**config.mk**
```make
export PLATFORM = sky130hd
export DESIGN_NAME = rst_sync_seq_flat
export DESIGN_NICKNAME = d
export VERILOG_FILES = /design/src/rtl/rst_pkg.sv /design/src/rtl/rst_sync_seq_if.sv /design/src/rtl/rst_sync.sv /design/src/rtl/rst_sync_seq.sv /design/src/flat_wrapper.sv
export SDC_FILE = /design/constraint.sdc
export NUM_CORES = 1
export LEC_CHECK = 0
export CAP_MARGIN = 20
export CORE_MARGIN = 2
export CORE_UTILIZATION = 48
export DETAILED_ROUTE_END_ITERATION = 10
export PLACE_DENSITY = 0.77
export SYNTH_ARGS = -nofsm -noshare
export SYNTH_HDL_FRONTEND = slang
export SYNTH_SLANG_ARGS = --single-unit
```
**constraint.sdc**
```tcl
create_clock -name clk -period 1.7 [get_ports clk]
set_input_delay 0.51 -clock clk [delete_from_list [all_inputs] [get_ports clk]]
set_output_delay 0.51 -clock clk [all_outputs]
set_load 0.01 [all_outputs]
```
**src/rtl/rst_pkg.sv**
```systemverilog
// Shared reset-sequencing definitions for every clock domain.
//   rst_state_e       : FSM state encoding of the reset sequencer
//   RST_HOLD_DEFAULT  : default cycles all outputs stay asserted
//   RST_STEP_DEFAULT  : default cycles between staged releases
//   rst_max()         : integer max, used to size counters
package rst_pkg;

  typedef enum logic [1:0] {
    ST_ASSERT  = 2'd0,
    ST_RELEASE = 2'd1,
    ST_DONE    = 2'd2
  } rst_state_e;

  localparam int RST_HOLD_DEFAULT = 16;
  localparam int RST_STEP_DEFAULT = 4;

  function automatic int rst_max(input int a, input int b);
    return (a > b) ? a : b;
  endfunction

endpackage

```
**src/rtl/rst_sync_seq_if.sv**
```systemverilog
// Soft-reset handshake and staged reset outputs of rst_sync_seq.
//   sw_rst_req : level request for a soft reset (driven by master)
//   sw_rst_ack : 1-cycle pulse, request accepted (driven by slave)
//   rst_out_n  : staged active-low resets, bit 0 released first (slave)
//   rst_done   : all outputs released, sequencer idle (slave)
interface rst_sync_seq_if #(
  parameter int NUM_OUT = 3
);

  logic               sw_rst_req;
  logic               sw_rst_ack;
  logic [NUM_OUT-1:0] rst_out_n;
  logic               rst_done;

  modport master (
    output sw_rst_req,
    input  sw_rst_ack,
    input  rst_out_n,
    input  rst_done
  );

  modport slave (
    input  sw_rst_req,
    output sw_rst_ack,
    output rst_out_n,
    output rst_done
  );

endinterface

```
**src/rtl/rst_sync.sv**
```systemverilog
// Reset synchronizer: asserts asynchronously with rstn, releases
// SYNC_STAGES clk edges after rstn deasserts.
//   clk        : destination clock
//   rstn       : raw async active-low reset
//   rst_sync_n : synchronized active-low reset
module rst_sync #(
  parameter int SYNC_STAGES = 2
) (
  input  logic clk,
  input  logic rstn,
  output logic rst_sync_n
);

  // Metastability chain; keep these flops adjacent and untimed on D.
  (* ASYNC_REG = "TRUE" *) logic [SYNC_STAGES-1:0] sync_q;

  always_ff @(posedge clk or negedge rstn) begin
    if (!rstn) begin
      sync_q <= '0;
    end else begin
      sync_q <= {sync_q[SYNC_STAGES-2:0], 1'b1};
    end
  end

  assign rst_sync_n = sync_q[SYNC_STAGES-1];

endmodule

```
**src/rtl/rst_sync_seq.sv**
```systemverilog
// Staged reset sequencer for one clock domain. Asserts all resets
// asynchronously on rstn, releases them one by one after a hold period,
// and supports a software-requested soft reset once idle.
//   clk  : domain clock
//   rstn : raw async active-low reset (pad/POR)
//   bus  : soft-reset handshake and staged reset outputs (slave side)
//
//   state      | meaning
//   -----------+----------------------------------------------------
//   ST_ASSERT  | all outputs asserted, counting HOLD_CYCLES of sync release
//   ST_RELEASE | releasing one more output every STEP_CYCLES
//   ST_DONE    | all outputs released; soft-reset requests accepted here
module rst_sync_seq
  import rst_pkg::*;
#(
  parameter int SYNC_STAGES = 2,
  parameter int NUM_OUT     = 3,
  parameter int HOLD_CYCLES = RST_HOLD_DEFAULT,
  parameter int STEP_CYCLES = RST_STEP_DEFAULT
) (
  input  logic                 clk,
  input  logic                 rstn,
  rst_sync_seq_if.slave        bus
);

  localparam int CNT_W = $clog2(rst_max(HOLD_CYCLES, STEP_CYCLES)) + 1;
  localparam logic [CNT_W-1:0] HOLD_LAST = CNT_W'(HOLD_CYCLES - 1);
  localparam logic [CNT_W-1:0] STEP_LAST = CNT_W'(STEP_CYCLES - 1);

  logic               rst_sync_n;
  rst_state_e         state_q, state_d;
  logic [CNT_W-1:0]   cnt_q, cnt_d;
  logic [NUM_OUT-1:0] out_q, out_d;
  logic               done_q, done_d;
  logic               ack_q, ack_d;

  rst_sync #(
    .SYNC_STAGES(SYNC_STAGES)
  ) u_rst_sync (
    .clk        (clk),
    .rstn       (rstn),
    .rst_sync_n (rst_sync_n)
  );

  always_ff @(posedge clk or negedge rstn) begin
    if (!rstn) begin
      state_q <= ST_ASSERT;
      cnt_q   <= '0;
      out_q   <= '0;
      done_q  <= 1'b0;
      ack_q   <= 1'b0;
    end else begin
      state_q <= state_d;
      cnt_q   <= cnt_d;
      out_q   <= out_d;
      done_q  <= done_d;
      ack_q   <= ack_d;
    end
  end

  always_comb begin
    state_d = state_q;
    cnt_d   = cnt_q;
    out_d   = out_q;
    done_d  = done_q;
    ack_d   = 1'b0;
    unique case (state_q)
      ST_ASSERT: begin
        // After a soft reset rst_sync_n is already high, so the hold
        // period starts on the very next edge.
        if (rst_sync_n) begin
          if (cnt_q == HOLD_LAST) begin
            out_d[0] = 1'b1;
            cnt_d    = '0;
            if (NUM_OUT == 1) begin
              state_d = ST_DONE;
              done_d  = 1'b1;
            end else begin
              state_d = ST_RELEASE;
            end
          end else begin
            cnt_d = cnt_q + CNT_W'(1);
          end
        end
      end
      ST_RELEASE: begin
        if (cnt_q == STEP_LAST) begin
          // Released bits form a thermometer from bit 0 upward, so
          // shifting in the next bit releases exactly one more output.
          out_d = out_q | (out_q << 1);
          cnt_d = '0;
          if (&out_d) begin
            state_d = ST_DONE;
            done_d  = 1'b1;
          end
        end else begin
          cnt_d = cnt_q + CNT_W'(1);
        end
      end
      ST_DONE: begin
        if (bus.sw_rst_req) begin
          out_d   = '0;
          done_d  = 1'b0;
          ack_d   = 1'b1;
          cnt_d   = '0;
          state_d = ST_ASSERT;
        end
      end
      default: begin
        state_d = ST_ASSERT;
      end
    endcase
  end

  assign bus.rst_out_n  = out_q;
  assign bus.rst_done   = done_q;
  assign bus.sw_rst_ack = ack_q;

endmodule
```
**src/flat_wrapper.sv**
```systemverilog
// flat-port wrapper written by rule: the top's interface ports become plain ports
module rst_sync_seq_flat import rst_pkg::*;
#(
  parameter int SYNC_STAGES = 2,
  parameter int NUM_OUT     = 3,
  parameter int HOLD_CYCLES = RST_HOLD_DEFAULT,
  parameter int STEP_CYCLES = RST_STEP_DEFAULT
)
  (clk, rstn, bus_sw_rst_req, bus_sw_rst_ack, bus_rst_out_n, bus_rst_done);
  rst_sync_seq_if #(.NUM_OUT(NUM_OUT)) bus_i ();
  input  logic clk;
  input  logic rstn;
  input wire logic [$bits(bus_i.sw_rst_req)-1:0] bus_sw_rst_req;
  output wire logic [$bits(bus_i.sw_rst_ack)-1:0] bus_sw_rst_ack;
  output wire logic [$bits(bus_i.rst_out_n)-1:0] bus_rst_out_n;
  output wire logic [$bits(bus_i.rst_done)-1:0] bus_rst_done;
  assign bus_i.sw_rst_req = bus_sw_rst_req;
  assign bus_sw_rst_ack = bus_i.sw_rst_ack;
  assign bus_rst_out_n = bus_i.rst_out_n;
  assign bus_rst_done = bus_i.rst_done;
  rst_sync_seq #(.SYNC_STAGES(SYNC_STAGES), .NUM_OUT(NUM_OUT), .HOLD_CYCLES(HOLD_CYCLES), .STEP_CYCLES(STEP_CYCLES)) u_core (.clk(clk), .rstn(rstn), .bus(bus_i));
endmodule
```
# == Word level (Yosys, flattened, before mapping) ==
# Index checks and enable logic that the tools add are counted.
# word_totals
regBits,14
out_inout_bits,5
in_bits,3
wordCells,50
# op_classes
add_sub_neg,1
n_bitwise,1
mux,23
eq_ne,9
reduce_logical,9
# op_table
cell,n
$mux 5,4
$pmux 5 s3,1
$mux 2,5
$reduce_and 5->1,2
$reduce_and 3->1,3
$mux 1,7
$mux 3,2
$ne 2x1->1 const B,3
$pmux 2 s3,1
$add 5x1->5 const B,1
$eq 5x2->1 const B,1
$eq 5x4->1 const B,1
$ne 2x2->1 const B,2
$pmux 2 s2,1
$reduce_and 4->1,1
$or 3x3->3,1
$pmux 1 s3,1
$reduce_bool 3->1,1
$eq 2x1->1 const B,1
$eq 2x2->1 const B,1
$logic_not 2->1,1
$pmux 1 s2,1
$reduce_bool 2->1,1

# == Longest topological paths before layout ==
# depth
word_depth,5
mapped_depth,8
depth_no_buf,8

# == Hierarchy ==
# Synthesis repeated with hierarchy kept, for this count alone.
# hier_totals
hier_cells,79
area_unflattened_um2,780.7
# modules_own_cells
mod,n_inst,area_each_um2,seq_area_each_um2,cells_each
rst_sync_seq,1,726.9,300.3,76
rst_sync,1,53.8,50.0,3

# == Least setup slack after synthesis ==
# OpenSTA, ideal clock, no wires.
# synth_path
kind,register -> register
from,register u_core.cnt_q[0]
to,register u_core.state_q[0]
path_slack_ns,0.003
arrival_ns,1.572
n_path_buf,0
synth_period_minus_slack_ns,1.697
required_ns,1.575
stages_incl_launch_ff,6
setup_ns,0.125
path_cell_list,dfrtp_1 ha_1 or4b_4 o21ai_2 nand2_2 mux2_4
# synth_via
elab_chain_cells,3
word_cells_on_any_way,5
cone_classes,4 x eq/ne; 1 x reduce/logical
# synth_lines
item,line,rtl
from (decl),rst_sync_seq.sv:32,"logic [CNT_W-1:0] cnt_q, cnt_d;"
from (signal assigned),rst_sync_seq.sv:54,cnt_q <= cnt_d;
$eq 5x4->1 / $eq 5x2->1 (equally long branches),"rst_sync_seq.sv:72, rst_sync_seq.sv:87",
$ne 2x1->1 (no line),-,
$reduce_and 5->1 (no line) (*),-,
to (signal assigned),rst_sync_seq.sv:53,state_q <= state_d;
to (decl),rst_sync_seq.sv:31,"rst_state_e state_q, state_d;"
# Mark *: on every way between the ends. The rest lies on a longest branch, timed or not.
# A chain may end at the register's enable or synchronous reset.

# == Final worst setup path ==
# layout_path
from,register u_core.cnt_q[1]
to,register u_core.state_q[0]
# The elaborated chain is that of the path after synthesis.

==> impl_results.md <==
- Iter 0 DRT Violations: 18
- Drt total wl: 1.97 mm
- Worst Path Max Fanout: 4
- Area share of the largest cell type after synthesis: 43.5%
- IO buf count: 7
- Setup violators final: 2
- First-pass GRT wire length: 2.91 mm
- Synth unique cells: 27
- Initial antenna violation count: 0
- Post-route ant nets: 0
- Maximum vdd drop: 1.10 mV
- Core region area: 0.00154 mm2
- Finished Cell Area: 0.00111 mm2
- Row count: 14
- Area contributors post-synth: dfrtp_1, ha_1, mux2_4
- CP endpoint kind: flip-flop
- Worst skew pair latency: 0.29 ns
- Netlist Area Pre-Place: 805 um2
- Tightest Hold Check Type: flip-flop to flip-flop
- Initial Utilization: a little over half
- Initial DRT Pass Iterations: 4
- Share of layout cells above drive strength 1: around 36%
- Status: complete, but fails checks
- Max Cap Viol: 0
- CTS Buf Count: 3
- Clk sinks: 14
- DIE WIDTH: 44.9 um
- Clock Skew: 0.00503 ns
- Number of global-route vias before repair: approximately 630
- Congestion Overflow GR: 0
- PwrDens: around 1900 mW/mm2
- GRT Overall Usage: 20.5%
- Clock root buffer: clkbuf_4
- Final Wtd Congestion: 0.816
- RSZ-0062 raised after global routing: true
- Area grow syn2layout: 38.6%
- Final core utilization: between 70 and 80%
- Syn Area/Cell: a little over 10 um2
- Worst endpoint required time: 1.88 ns
- Data arrival time of the worst path: ~1.9 ns
- DRC: 0
- Total leakage power: roughly 0.55 nW
- TritonCTS clock tree: built
- Area after DPL: 981 um2
- Clk slew on worst S/H paths: 0.09 ns
- Yosys warning total: 0
- Final period demand of the worst path: ~1.8 ns
- Vias/cell: 5.58
- # nets final: between 100 and 150
- Detailed-route via count: 675
- Failing checks: negative setup slack
- H-Tree Depth: 1
- Yosys reg bits: 14
- Die H: 44.9 um
- CP startpoint kind: flip-flop
- Worst Slack Setup Final: -0.0545 ns
- Post-Synthesis Cells: 80
- WL/cell: approximately 16 um
- Io pins: 8
- Tcrit/Tclk final: 103%
- Count of final max-slew check failures: 0
- DIE AREA: 0.00202 mm2
- FILL cells: 114
- Area of the multi-input gates: 494 um2
- Final HPWL DP: 1.20 mm
- Clock Path Buffers: 2
- Sequential share of the synthesized area: 43.5%
- Synth area leader: dfrtp_1
- Fmax: 570 MHz
- Largest net degree at the start of global routing: 15
- Diodes inserted: 0
- Reg area: between 300 and 400 um2
- Setup CP Type: flip-flop to flip-flop
- Syn nets: 91
- Hold Violations, Final: 0
==> through the flow <==
step	setup TNS (ns)	std cells	hold WS [ns]	setup slack [ns]	total power, mW
2_1_floorplan	0	80	0.214	0.00302	1.21
3_3_place_gp	-0.852	114	0.338	-0.189	1.54
3_5_place_dp	-1.23	114	0.343	-0.245	1.58
4_1_cts	-0.108	119	0.364	-0.0333	1.88
5_1_grt	-0.564	121	0.375	-0.142	2.24
6_report	-0.102	121	0.363	-0.0545	2.11
==> synth_stat cells <==
cell and instances:
dfrtp_1 14, o21ai_2 1, nor2b_1 3, or4b_4 1
mux2_4 2, nand2_1 7, a41oi_1 1, a21boi_0 1
nand2_2 1, inv_1 7, o2bb2ai_1 1, a22o_1 2
a21oi_1 5, a21bo_2 2, ha_1 8, a21o_1 1
a21boi_2 1, o21ai_0 5, nand2b_1 2, and2_1 2
or3_1 1, nor2_1 3, buf_1 1, a31oi_2 1
conb_1 1, nand3_1 3, nor3_1 3
==> metal layers <==
metal  part of all wire (%)  wire, um  GRT usage (%)
met1                     46       905           28.1
met2                     50       984           32.3
met3                    2.7        53           2.40
met4                    1.2        23           9.41
met5                      0         0              0
==> cells by family (layout without fill, tap and decap cells) <==
group / Yosys count / in the layout / synth area share, %
adder cells (fa/ha/maj): 8 / 8 / 12.4
AND/OR/NAND/NOR: 26 / 26 / 17.1
other: 1 / 1 / 0.466
multiplexers: 2 / 2 / 3.73
buffers and inverters: 8 / 33 / 3.73
AO/OA/AOI/OAI: 21 / 21 / 19.0
flip-flops: 14 / 14 / 43.5
==> worst max-delay path, stage by stage (launching register included) <==
cell     delay [ns]
dfrtp_1        0.37
ha_2           0.20
or4b_4         0.53
o21ai_2        0.16
nand2_2        0.08
mux2_4         0.30
==> sequential cells by signal (all words and copies together) (netlist names) <==
signal	count
u_core.cnt_q	5
u_core.bus.rst_out_n	3
u_core.state_q	2
u_core.u_rst_sync.sync_q	2
u_core.bus.rst_done	1
u_core.bus.sw_rst_ack	1
==> repair_timing <==
action                                  CTS  global route
hold buffers                              0             0
endpoints found under the hold margin     0             0
pin swaps                                 3             7
setup buffers                             1             2
resized for setup                         7            17
endpoints found under the setup margin   13            12
==> layout by cell type (no fill, tap or decap), types with 3 or more instances in the layout <==
cell type      synthesis  routed
nor2b_1                3       3
o21ai_2                1       3
ha_1                   8       6
a21oi_1                5       3
dlygate4sd2_1          0       3
nand3_1                3       3
inv_1                  7       7
buf_4                  0      14
dfrtp_1               14      14
nand2_1                7       7
clkbuf_4               0       3
==> area by class of cell <==
| type | count | area share [%] |
|---|---|---|
| clock buffer | 4 | 3.25 |
| inverter | 7 | 2.36 |
| multi-input combinational | 58 | 44.3 |
| sequential | 14 | 31.4 |
| tap | 16 | 1.80 |
| timing repair buffer | 22 | 16.8 |
==> where the power goes <==
| group | switching (mW) | internal [mW] | total [mW] |
|---|---|---|---|
| Sequential | 0.0919 | 0.443 | 0.535 |
| Combinational | 0.653 | 0.669 | 1.32 |
| Clock | 0.122 | 0.131 | 0.252 |
| Total | 0.866 | 1.24 | 2.11 |
==> final timing paths <==
| check | slack [ns] | endpoint | from | cells after the start |
|---|---|---|---|---|
| max | -0.05 | u_core.state_q[0]$_DFFE_PN0P_ | u_core.cnt_q[1]$_DFFE_PN0P_ | 5 |
| min | 0.36 | u_core.u_rst_sync.sync_q[1]$_DFF_PN0_ | u_core.u_rst_sync.sync_q[0]$_DFF_PN0_ | 0 |
| max reg2reg | -0.05 | u_core.state_q[0]$_DFFE_PN0P_ | u_core.cnt_q[1]$_DFFE_PN0P_ | 5 |
| min reg2reg | 0.36 | u_core.u_rst_sync.sync_q[1]$_DFF_PN0_ | u_core.u_rst_sync.sync_q[0]$_DFF_PN0_ | 0 |
| max in group asynchronous | 1.00 | u_core.bus.rst_out_n[2]$_DFFE_PN0P_ | rstn | 2 |
| min in group asynchronous | 0.52 | u_core.cnt_q[2]$_DFFE_PN0P_ | rstn | 2 |
Note: power is estimated with default switching activity, not from simulation.
